## config.mk

```make
export PLATFORM = sky130hd
export DESIGN_NAME = rv_wb_uart
export DESIGN_NICKNAME = d
export VERILOG_FILES = /design/src/rtl/rv_uart_pkg.sv /design/src/rtl/rv_uart_fifo.sv /design/src/rtl/rv_wb_uart.sv
export SDC_FILE = /design/constraint.sdc
export NUM_CORES = 1
export LEC_CHECK = 0
export CORE_MARGIN = 3
export CORE_UTILIZATION = 60
export CTS_CLUSTER_DIAMETER = 150
export DETAILED_ROUTE_END_ITERATION = 10
export PLACE_DENSITY = 0.79
export SYNTH_ARGS = -nofsm -noshare
export SYNTH_HDL_FRONTEND = slang
export SYNTH_SLANG_ARGS = --single-unit
```

## constraint.sdc

```tcl
create_clock -name i_clk -period 6 [get_ports i_clk]
set_input_delay 1.2 -clock i_clk [delete_from_list [all_inputs] [get_ports i_clk]]
set_output_delay 1.2 -clock i_clk [all_outputs]
set_load 0.02 [all_outputs]
```

## src/rtl/rv_uart_pkg.sv

```systemverilog
// rv_uart_pkg: register map, status bit positions and FSM state types shared by the UART
package rv_uart_pkg;
   localparam logic [1:0] REG_DATA = 2'd0;
   localparam logic [1:0] REG_STATUS = 2'd1;
   localparam logic [1:0] REG_DIV = 2'd2;
   localparam int ST_TX_FULL = 0;
   localparam int ST_TX_EMPTY = 1;
   localparam int ST_RX_VALID = 2;
   localparam int ST_RX_OVR = 3;
   localparam int ST_TX_BUSY = 4;
   localparam int ST_FRAME_ERR = 5;
   localparam int ST_IRQ_TX_EN = 8;
   localparam logic [15:0] DIV_MIN = 16'd4;
   typedef enum logic [1:0] {T_IDLE, T_START, T_DATA, T_STOP} tx_state_t;
   typedef enum logic [1:0] {R_IDLE, R_START, R_DATA, R_STOP} rx_state_t;
endpackage

```

## src/rtl/rv_uart_fifo.sv

```systemverilog
// rv_uart_fifo: synchronous FIFO; extra pointer bit separates full from empty across wrap
module rv_uart_fifo #(
   parameter int DEPTH = 8,
   parameter int WIDTH = 8
) (
   input  logic             i_clk,
   input  logic             i_reset_n,
   input  logic             push,
   input  logic             pop,
   input  logic [WIDTH-1:0] din,
   output logic             full,
   output logic             empty,
   output logic [WIDTH-1:0] dout
);
   localparam int AW = $clog2(DEPTH);
   logic [WIDTH-1:0] mem [DEPTH];
   logic [AW:0] wp, rp;
   logic do_push, do_pop;
   assign empty = wp == rp;
   assign full = wp[AW] != rp[AW] && wp[AW-1:0] == rp[AW-1:0];
   assign do_pop = pop & ~empty;
   // a pop frees the slot being written, so a full FIFO still accepts a simultaneous push
   assign do_push = push & (~full | do_pop);
   assign dout = mem[rp[AW-1:0]];
   always_ff @(posedge i_clk or negedge i_reset_n)
      if (!i_reset_n) begin
         wp <= '0;
         rp <= '0;
      end else begin
         if (do_push) wp <= wp + (AW+1)'(1);
         if (do_pop) rp <= rp + (AW+1)'(1);
      end
   always_ff @(posedge i_clk)
      if (do_push) mem[wp[AW-1:0]] <= din;
endmodule

```

## src/rtl/rv_wb_uart.sv

```systemverilog
// rv_wb_uart: Wishbone slave UART with TX FIFO, 8N1 transmitter/receiver and programmable baud divisor
module rv_wb_uart
   import rv_uart_pkg::*;
#(
   parameter logic [15:0] DIV_RESET = 16'd434,
   parameter int TX_DEPTH = 8
) (
   input  logic        i_clk,
   input  logic        i_reset_n,
   input  logic [3:0]  i_wb_adr,
   input  logic [31:0] i_wb_dat,
   output logic [31:0] o_wb_dat,
   input  logic        i_wb_we,
   input  logic [3:0]  i_wb_sel,
   input  logic        i_wb_stb,
   input  logic        i_wb_cyc,
   output logic        o_wb_ack,
   input  logic        i_rx,
   output logic        o_tx,
   output logic        o_irq
);
   logic acc, wr, rd, data_rd, stat_wr, push, pop, full, empty, tx_busy, tx_end;
   logic s1, s2, s3, r_half, r_end, stop_hit, rx_valid, ovr, ferr, irq_en, unused_bits;
   logic [1:0] reg_sel;
   logic [15:0] div, div_eff, tcnt, tdiv, rcnt, rdiv;
   logic [7:0] dout, tsh, rsh, rx_byte;
   logic [2:0] tbit, rbit;
   logic [31:0] status, rdata;
   tx_state_t ts;
   rx_state_t rs;
   assign acc = i_wb_stb & i_wb_cyc;
   assign wr = acc & i_wb_we;
   assign rd = acc & ~i_wb_we;
   assign reg_sel = i_wb_adr[3:2];
   assign data_rd = rd && reg_sel == REG_DATA;
   assign stat_wr = wr && reg_sel == REG_STATUS;
   assign push = wr && reg_sel == REG_DATA && i_wb_sel[0];
   assign div_eff = div < DIV_MIN ? DIV_MIN : div;
   assign unused_bits = ^{i_wb_adr[1:0], i_wb_dat[31:16], i_wb_sel[3:2]};
   rv_uart_fifo #(.DEPTH(TX_DEPTH), .WIDTH(8)) u_fifo (
      .i_clk(i_clk), .i_reset_n(i_reset_n), .push(push), .pop(pop),
      .din(i_wb_dat[7:0]), .full(full), .empty(empty), .dout(dout)
   );
   always_comb begin
      status = '0;
      status[ST_TX_FULL] = full;
      status[ST_TX_EMPTY] = empty;
      status[ST_RX_VALID] = rx_valid;
      status[ST_RX_OVR] = ovr;
      status[ST_TX_BUSY] = tx_busy;
      status[ST_FRAME_ERR] = ferr;
      status[ST_IRQ_TX_EN] = irq_en;
   end
   assign rdata = reg_sel == REG_DATA ? {24'b0, rx_valid ? rx_byte : 8'h00}
                : reg_sel == REG_STATUS ? status
                : reg_sel == REG_DIV ? {16'b0, div} : 32'b0;
   always_ff @(posedge i_clk or negedge i_reset_n)
      if (!i_reset_n) begin
         div <= DIV_RESET;
         irq_en <= 1'b0;
         o_wb_ack <= 1'b0;
         o_wb_dat <= '0;
      end else begin
         o_wb_ack <= acc;
         o_wb_dat <= rd ? rdata : '0;
         if (wr && reg_sel == REG_DIV && i_wb_sel[0]) div[7:0] <= i_wb_dat[7:0];
         if (wr && reg_sel == REG_DIV && i_wb_sel[1]) div[15:8] <= i_wb_dat[15:8];
         if (stat_wr && i_wb_sel[1]) irq_en <= i_wb_dat[ST_IRQ_TX_EN];
      end
   // transmitter: STOP hands straight to START when another byte is queued
   assign tx_end = tcnt == tdiv - 16'd1;
   assign pop = ~empty && (ts == T_IDLE || (ts == T_STOP && tx_end));
   assign tx_busy = ~empty || ts != T_IDLE;
   assign o_tx = ts == T_START ? 1'b0 : ts == T_DATA ? tsh[0] : 1'b1;
   always_ff @(posedge i_clk or negedge i_reset_n)
      if (!i_reset_n) begin
         ts <= T_IDLE;
         tcnt <= '0;
         tdiv <= DIV_MIN;
         tbit <= '0;
         tsh <= '0;
      end else if (pop) begin
         ts <= T_START;
         tsh <= dout;
         tdiv <= div_eff;
         tcnt <= '0;
      end else if (ts != T_IDLE) begin
         tcnt <= tx_end ? '0 : tcnt + 16'd1;
         if (tx_end) ts <= ts == T_START ? T_DATA : ts == T_STOP ? T_IDLE : tbit == 3'd7 ? T_STOP : T_DATA;
         if (tx_end && ts == T_DATA) begin
            tsh <= tsh >> 1;
            tbit <= tbit + 3'd1;
         end
      end
   // receiver samples mid-bit on the synchronized line s2; s3 is its previous value for edge detect
   assign r_half = rcnt == (rdiv >> 1) - 16'd1;
   assign r_end = rcnt == rdiv - 16'd1;
   assign stop_hit = rs == R_STOP && r_end;
   always_ff @(posedge i_clk or negedge i_reset_n)
      if (!i_reset_n) begin
         {s3, s2, s1} <= 3'b111;
         rs <= R_IDLE;
         rcnt <= '0;
         rdiv <= DIV_MIN;
         rbit <= '0;
         rsh <= '0;
      end else begin
         {s3, s2, s1} <= {s2, s1, i_rx};
         if (rs == R_IDLE) begin
            rcnt <= '0;
            if (s3 && !s2) begin
               rs <= R_START;
               rdiv <= div_eff;
            end
         end else if (rs == R_START) begin
            rcnt <= r_half ? '0 : rcnt + 16'd1;
            if (r_half) rs <= s2 ? R_IDLE : R_DATA;
         end else begin
            rcnt <= r_end ? '0 : rcnt + 16'd1;
            if (r_end && rs == R_DATA) begin
               rsh <= {s2, rsh[7:1]};
               rbit <= rbit + 3'd1;
               if (rbit == 3'd7) rs <= R_STOP;
            end
            if (stop_hit) rs <= R_IDLE;
         end
      end
   // a load coinciding with a DATA read wins and is not an overrun
   always_ff @(posedge i_clk or negedge i_reset_n)
      if (!i_reset_n) begin
         rx_valid <= 1'b0;
         rx_byte <= '0;
         ovr <= 1'b0;
         ferr <= 1'b0;
      end else begin
         if (stat_wr && i_wb_sel[0] && i_wb_dat[ST_RX_OVR]) ovr <= 1'b0;
         if (stat_wr && i_wb_sel[0] && i_wb_dat[ST_FRAME_ERR]) ferr <= 1'b0;
         if (stop_hit && !s2) ferr <= 1'b1;
         if (stop_hit && s2 && rx_valid && !data_rd) ovr <= 1'b1;
         if (stop_hit && s2 && (!rx_valid || data_rd)) begin
            rx_byte <= rsh;
            rx_valid <= 1'b1;
         end else if (data_rd) rx_valid <= 1'b0;
      end
   assign o_irq = rx_valid | (empty & irq_en);
endmodule
```

# Yosys cells after proc, flatten, opt, wreduce, memory -nomap -nowiden
# Memory sizes are Yosys's and may differ from the RTL's.
# Index checks and enable logic that the tools add are counted.
dict set report word_totals {
  word_cells 154
  inputBits 46
  out_inout_bits 35
  n_memories 1
  mem_bits_rw 64
  regBits 146
}
# memory words width rd rd_clocked_by_memory_dff write_ports line_no
set memory_table {}
lappend memory_table {u_fifo.mem 8 8 1 0 1 rv_uart_fifo.sv:16} ;# logic [WIDTH-1:0] mem [DEPTH];
dict set report op_classes {
  n_bitwise 14
  muxes 40
  n_eq_ne 18
  n_addsub 9
  reduce_logical 47
  order_cmp 1
}
# op n
set ops {}
lappend ops {{$mux W16} 12}
lappend ops {{$eq A16 B16 Y1} 3}
lappend ops {{$add A16 B1 Y16 const B} 2}
lappend ops {{$mux W8} 4}
lappend ops {{$sub A16 B1 Y16 const B} 2}
lappend ops {{$mux W2} 13}
lappend ops {{$logic_and A1 B1 Y1} 23}
lappend ops {{$lt A16 B3 Y1 const B} 1}
lappend ops {{$sub A15 B1 Y16 const B} 1}
lappend ops {{$reduce_bool A2 Y1} 7}
lappend ops {{$mux W1} 11}
lappend ops {{$eq A2 B2 Y1 const B} 5}
lappend ops {{$add A4 B1 Y4 const B} 2}
lappend ops {{$reduce_bool A4 Y1} 2}
lappend ops {{$add A3 B1 Y3 const B} 2}
lappend ops {{$and A1 B1 Y1} 6}
lappend ops {{$eq A2 B1 Y1 const B} 3}
lappend ops {{$eq A3 B3 Y1 const B} 2}
lappend ops {{$logic_not A2 Y1} 3}
lappend ops {{$not A1 Y1} 6}
lappend ops {{$reduce_and A2 Y1} 3}
lappend ops {{$reduce_and A3 Y1} 2}
lappend ops {{$eq A4 B4 Y1} 1}
lappend ops {{$reduce_and A4 Y1} 1}
lappend ops {{other kinds (7)} 12}

# Logic depth before layout (Yosys ltp)
dict set report logic_depth {
  ltp_word 10
  mapped_depth 12
}

# Modules after synthesis
# Synthesis repeated with hierarchy kept, for this count alone.
dict set report unflattened {
  hier_cells 926
  area_unflattened_um2 10675.2
}
# mod n_inst cells_each area_each_um2
set modules_own_cells {}
lappend modules_own_cells {rv_wb_uart 1 776 7697.4}
lappend modules_own_cells {rv_uart_fifo 1 150 2977.9}

# Least setup slack after synthesis
# No wires, ideal clock.
dict set report synth_path {
  path_kind {register to register}
  start {register tdiv[0]}
  end {memory u_fifo.mem[5][0], enable pin}
  stages_incl_launch_ff 11
  setup_time_ps 398
  arrival_time_ps 3487
  setup_slack_ps 2115
  cell_sequence {dfrtp_1 inv_1 ha_1 nor3b_1 and4b_1 mux2i_1 o311ai_0 and4bb_1 buf_4 a31oi_4 nor4b_1}
}
dict set report synth_between {
  elab_chain_cells 10
}
# element line_no
set synth_lines {}
lappend synth_lines {{from (decl)} rv_wb_uart.sv:25} ;# logic [15:0] div, div_eff, tcnt, tdiv, rcnt, rdiv;
lappend synth_lines {{from (signal assigned)} rv_wb_uart.sv:85} ;# tdiv <= div_eff;
lappend synth_lines {{$sub A16 B1 Y16} rv_wb_uart.sv:71} ;# assign tx_end = tcnt == tdiv - 16'd1;
lappend synth_lines {{$eq A16 B16 Y1} rv_wb_uart.sv:71}
lappend synth_lines {{$logic_and A1 B1 Y1} rv_wb_uart.sv:72} ;# assign pop = ~empty && (ts == T_IDLE || (ts == T_STOP && tx_end));
lappend synth_lines {{$logic_or A1 B1 Y1} rv_wb_uart.sv:72}
lappend synth_lines {{$logic_and A1 B1 Y1} rv_wb_uart.sv:72}
lappend synth_lines {{$and A1 B1 Y1} rv_uart_fifo.sv:21} ;# assign do_pop = pop & ~empty;
lappend synth_lines {{$or A1 B1 Y1} rv_uart_fifo.sv:23} ;# assign do_push = push & (~full | do_pop);
lappend synth_lines {{$and A1 B1 Y1} rv_uart_fifo.sv:23}
lappend synth_lines {{$mux W1} rv_uart_fifo.sv:34} ;# if (do_push) mem[wp[AW-1:0]] <= din;
lappend synth_lines {{$mux W1 (implied by the code)} rv_uart_fifo.sv:34}
lappend synth_lines {{to (decl)} rv_uart_fifo.sv:16}
# No other way between the ends.

# Final worst setup path
dict set report layout_path {
  start {register tdiv[0]}
  end {memory u_fifo.mem[7][2], enable pin}
}
# Same word-level chain as after synthesis.

==> impl_results.md <==
* Max-slew violation count at 0
* Max IR drop VDD at 0.453 mV
* Post-route antenna net violation count at 0
* Post-synth top flop: sky130_fd_sc_hd__dfrtp_1
* Total global routing track utilization at 23.9%
* Synth Warn # at 0
* Number of levels the H-tree was split into at 1
* Power per cell area at 423 mW/mm^2
* Wire length of the first global-routing pass at 38600 um
* Layout cell share with drive strength beyond 1 at 16.4%
* Floorplan Core Area at 0.0175 sq mm
* Final hold viol count at 0
* Post CTS Setup Buffer Count at 0
* Design Power at 5140 uW
* Achievable Freq at 0.232 GHz
* DIE AREA at 0.0198 sq mm
* Number of antenna violations at the first check in global routing at 0
* Initial drt markers at 642
* Layout overhead on the synthesized area at 11.9%
* Share of synthesized flip-flops with an asynchronous set or reset at 69.5%
* Area of the mapped netlist at 0.0109 sq mm
* Routed wire length at 22900 um
* Minimum period implied by the final worst setup slack at 4.32 ns
* Detailed-route via count at 7409
* Instance count of the mapped netlist at 955
* Required arrival time at the worst endpoint at 6.13 ns
* Initial standard-cell utilization of the core at 61.9%
* Headroom to the max-slew limit at 36.7%
* Detail-routed via count per cell at 6.06
* R2R depth at 9
* Start-to-end type of the worst setup path: flip-flop to flip-flop
* Vias in the first global route at 7333
* Distinct cells, synth at 81
* Number of buffers added to fix hold violations after cts at 0
* Clock Tree Root: sky130_fd_sc_hd__clkbuf_16
* Cell count of the worst hold path at 0
* Status: completed
* Final setup violating endpoints at 0
* Flops & latches, synth at 210
* First-pass iteration count of the detailed router at 5
* Total Negative Setup Slacks at 0 ns
* Number of maximum-capacitance violations at 0
* Buffer depth of the longest clock path at 3
* Endpoint of the worst register-to-register path: u_fifo.mem[7][2]
* Measured slew at the worst slew-check pin at 0.950 ns
* Reg-to-reg startpoint: tdiv[0]
* Critical path data arrival time at 4.45 ns
* Number of CTS-inserted buffers at 23
* Drt wl/cell at 18.7 um
* Clock tree from TritonCTS: built
* Leakage at 0.00496 uW
* Ports at 81
* Worst Path Max Fanout at 10
* Post-Syn Area per Cell at 11.4 sq um
* Final net count at 1041
* Clk_skew at 0.0103 ns
* Pin count of the biggest net entering global routing at 98
* Internal reg-to-reg setup slack at 1.68 ns
* Worst Hold Class: flip-flop to flip-flop
* CP Capture Type: flip-flop
* IO buf count at 44
* Register clock-pin slew on the reported worst setup and hold paths at 0.06 ns
* Latest clock arrival within the worst-skew pair at 0.50 ns
* Die extent in y at 141 um
* Routability congestion estimate from global placement at 0.928
* Part of the Yosys area used for sequential elements at 51.4%
* Worst Hold Launch: s1
* Post-route clock period utilization at 72.0%
* Startpoint type of the worst setup path: flip-flop
* Total of cells resized after clock tree synthesis at 0
* Hold Crit Endpoint: s2
* Standard-cell row count at 48
* Inserted Diodes at 0
* Number of remaining DRC errors at 0
* Clk sinks at 210
* Estimated wirelength of the detail-placed design at 15400 um
* Post-synth EDFFs at 64
* Unrepaired setup endpoints after global routing: no
* Total congestion overflow after global routing at 0
* Width of the die at 141 um
critical path, cell delays in order (launching register included):
cell	delay, ns
sky130_fd_sc_hd__dfrtp_1	0.45
sky130_fd_sc_hd__inv_1	0.11
sky130_fd_sc_hd__ha_1	0.23
sky130_fd_sc_hd__nor3b_1	0.61
sky130_fd_sc_hd__and4b_1	0.38
sky130_fd_sc_hd__mux2i_1	0.09
sky130_fd_sc_hd__o311ai_0	0.48
sky130_fd_sc_hd__and4bb_1	0.58
sky130_fd_sc_hd__a31oi_4	0.25
sky130_fd_sc_hd__nor4b_4	0.77
cell usage after synthesis, types with 4 or more instances:
| library cell | number | share of area, % |
|---|---|---|
| sky130_fd_sc_hd__a21o_1 | 7 | 0.48 |
| sky130_fd_sc_hd__a21oi_1 | 24 | 1.1 |
| sky130_fd_sc_hd__a22oi_1 | 8 | 0.55 |
| sky130_fd_sc_hd__a31oi_1 | 5 | 0.29 |
| sky130_fd_sc_hd__and2_1 | 13 | 0.75 |
| sky130_fd_sc_hd__and3_1 | 9 | 0.52 |
| sky130_fd_sc_hd__buf_2 | 10 | 0.46 |
| sky130_fd_sc_hd__buf_4 | 18 | 1.2 |
| sky130_fd_sc_hd__clkbuf_1 | 36 | 1.2 |
| sky130_fd_sc_hd__dfrtp_1 | 136 | 31 |
| sky130_fd_sc_hd__dfstp_2 | 10 | 2.4 |
| sky130_fd_sc_hd__edfxtp_1 | 64 | 18 |
| sky130_fd_sc_hd__ha_1 | 12 | 1.4 |
| sky130_fd_sc_hd__inv_1 | 19 | 0.66 |
| sky130_fd_sc_hd__mux2_2 | 50 | 5.2 |
| sky130_fd_sc_hd__mux2i_1 | 20 | 1.8 |
| sky130_fd_sc_hd__mux4_2 | 16 | 3.3 |
| sky130_fd_sc_hd__nand2_1 | 54 | 1.9 |
| sky130_fd_sc_hd__nand2b_1 | 10 | 0.58 |
| sky130_fd_sc_hd__nand3_1 | 30 | 1.4 |
| sky130_fd_sc_hd__nand4_1 | 10 | 0.58 |
| sky130_fd_sc_hd__nor2_1 | 93 | 3.2 |
| sky130_fd_sc_hd__nor2b_1 | 10 | 0.58 |
| sky130_fd_sc_hd__nor3_1 | 37 | 1.7 |
| sky130_fd_sc_hd__nor3b_1 | 4 | 0.28 |
| sky130_fd_sc_hd__nor4_1 | 12 | 0.69 |
| sky130_fd_sc_hd__nor4b_1 | 9 | 0.73 |
| sky130_fd_sc_hd__o211ai_1 | 4 | 0.28 |
| sky130_fd_sc_hd__o21ai_0 | 25 | 1.2 |
| sky130_fd_sc_hd__o21bai_1 | 15 | 1.0 |
| sky130_fd_sc_hd__o221a_2 | 21 | 2.2 |
| sky130_fd_sc_hd__o31a_1 | 4 | 0.32 |
| sky130_fd_sc_hd__o31ai_1 | 4 | 0.28 |
| sky130_fd_sc_hd__or3_1 | 5 | 0.29 |
| sky130_fd_sc_hd__or4_1 | 4 | 0.28 |
| sky130_fd_sc_hd__xnor2_1 | 39 | 3.1 |
| sky130_fd_sc_hd__xor2_1 | 43 | 3.5 |
cell usage in the layout (no fill, tap or decap), drive strengths merged, types with 21 or more instances in the layout:
master,instances
nor3,37
dfrtp,136
nor2,94
edfxtp,64
xor2,43
mux2,50
o221a,21
xnor2,39
nand3,30
o21ai,26
clkbuf,27
clkdlybuf4s50,43
a21oi,25
nand2,54
per-layer routing:
layer / vias to the layer above / wire length, um / track usage [%]
met1: 3640 / 10600 / 35.8
met4: 0 / 402 / 5.41
met3: 34 / 1390 / 3.96
met2: 229 / 10500 / 36.9
met5: - / 0 / 0
li1: 3506 / - / -
area by class of cell:
class	instances	area, sq um
Clock buffer	27	611
Clock inverter	13	143
Fill cell	1264	5390
Timing Repair Buffer	57	539
Inverter	20	75.1
Sequential cell	210	5590
Multi-Input combinational cell	671	4910
Tap cell	225	282
how the worst max path moves through the flow:
stage	startpoint	end	cells after the start	slack, ns
after global placement	tdiv[0]	u_fifo.mem[7][4]	9	1.81
after floorplan	tdiv[0]	u_fifo.mem[5][0]	10	2.12
after CTS	tdiv[0]	u_fifo.mem[7][2]	9	1.67
final	tdiv[0]	u_fifo.mem[7][2]	9	1.68
after global routing	tdiv[0]	u_fifo.mem[7][2]	9	1.27
after detailed placement	tdiv[0]	u_fifo.mem[7][6]	9	1.70
kinds of logic (layout without fill, tap and decap cells):
logic type | Yosys count | after routing | share of synthesized area, %
other | 1 | 16 | 0.0345
and+or+nand+nor | 323 | 323 | 15.7
adders and majority gates | 12 | 12 | 1.38
muxes | 86 | 86 | 10.3
AOI/OAI and AO/OA | 152 | 152 | 10.5
xor gates and xnor gates | 82 | 82 | 6.61
DFF | 210 | 210 | 51.4
buffers and inverters | 89 | 117 | 3.95
state kept, by name, summed over array words and instances (netlist names), 2 cells and up:
name	flops
u_fifo.mem	64
div	16
o_wb_dat	16
rcnt	16
rdiv	16
tcnt	16
tdiv	16
rsh	8
rx_byte	8
tsh	8
u_fifo.rp	4
u_fifo.wp	4
rbit	3
tbit	3
rs	2
ts	2
metrics by stage:
step / std cells / hold slack [ns] / instance area [sq um] / setup WS, ns / util, %
2_1_floorplan: 970 / 0.345 / 10900 / 2.12 / -
3_3_place_gp: 1182 / 0.346 / 11400 / 1.81 / 65.0
3_5_place_dp: 1182 / 0.358 / 11400 / 1.70 / 65.0
4_1_cts: 1222 / 0.366 / 12100 / 1.67 / 69.2
5_1_grt: 1223 / 0.372 / 12200 / 1.27 / 69.3
6_report: 1223 / 0.364 / 12200 / 1.68 / 69.3
power by group:
part           switching (uW)  total, uW  internal (uW)
Combinational             859       1670            807
Sequential                381       2070           1690
Clock                     553       1410            853
(Power assumes the default switching activity.)
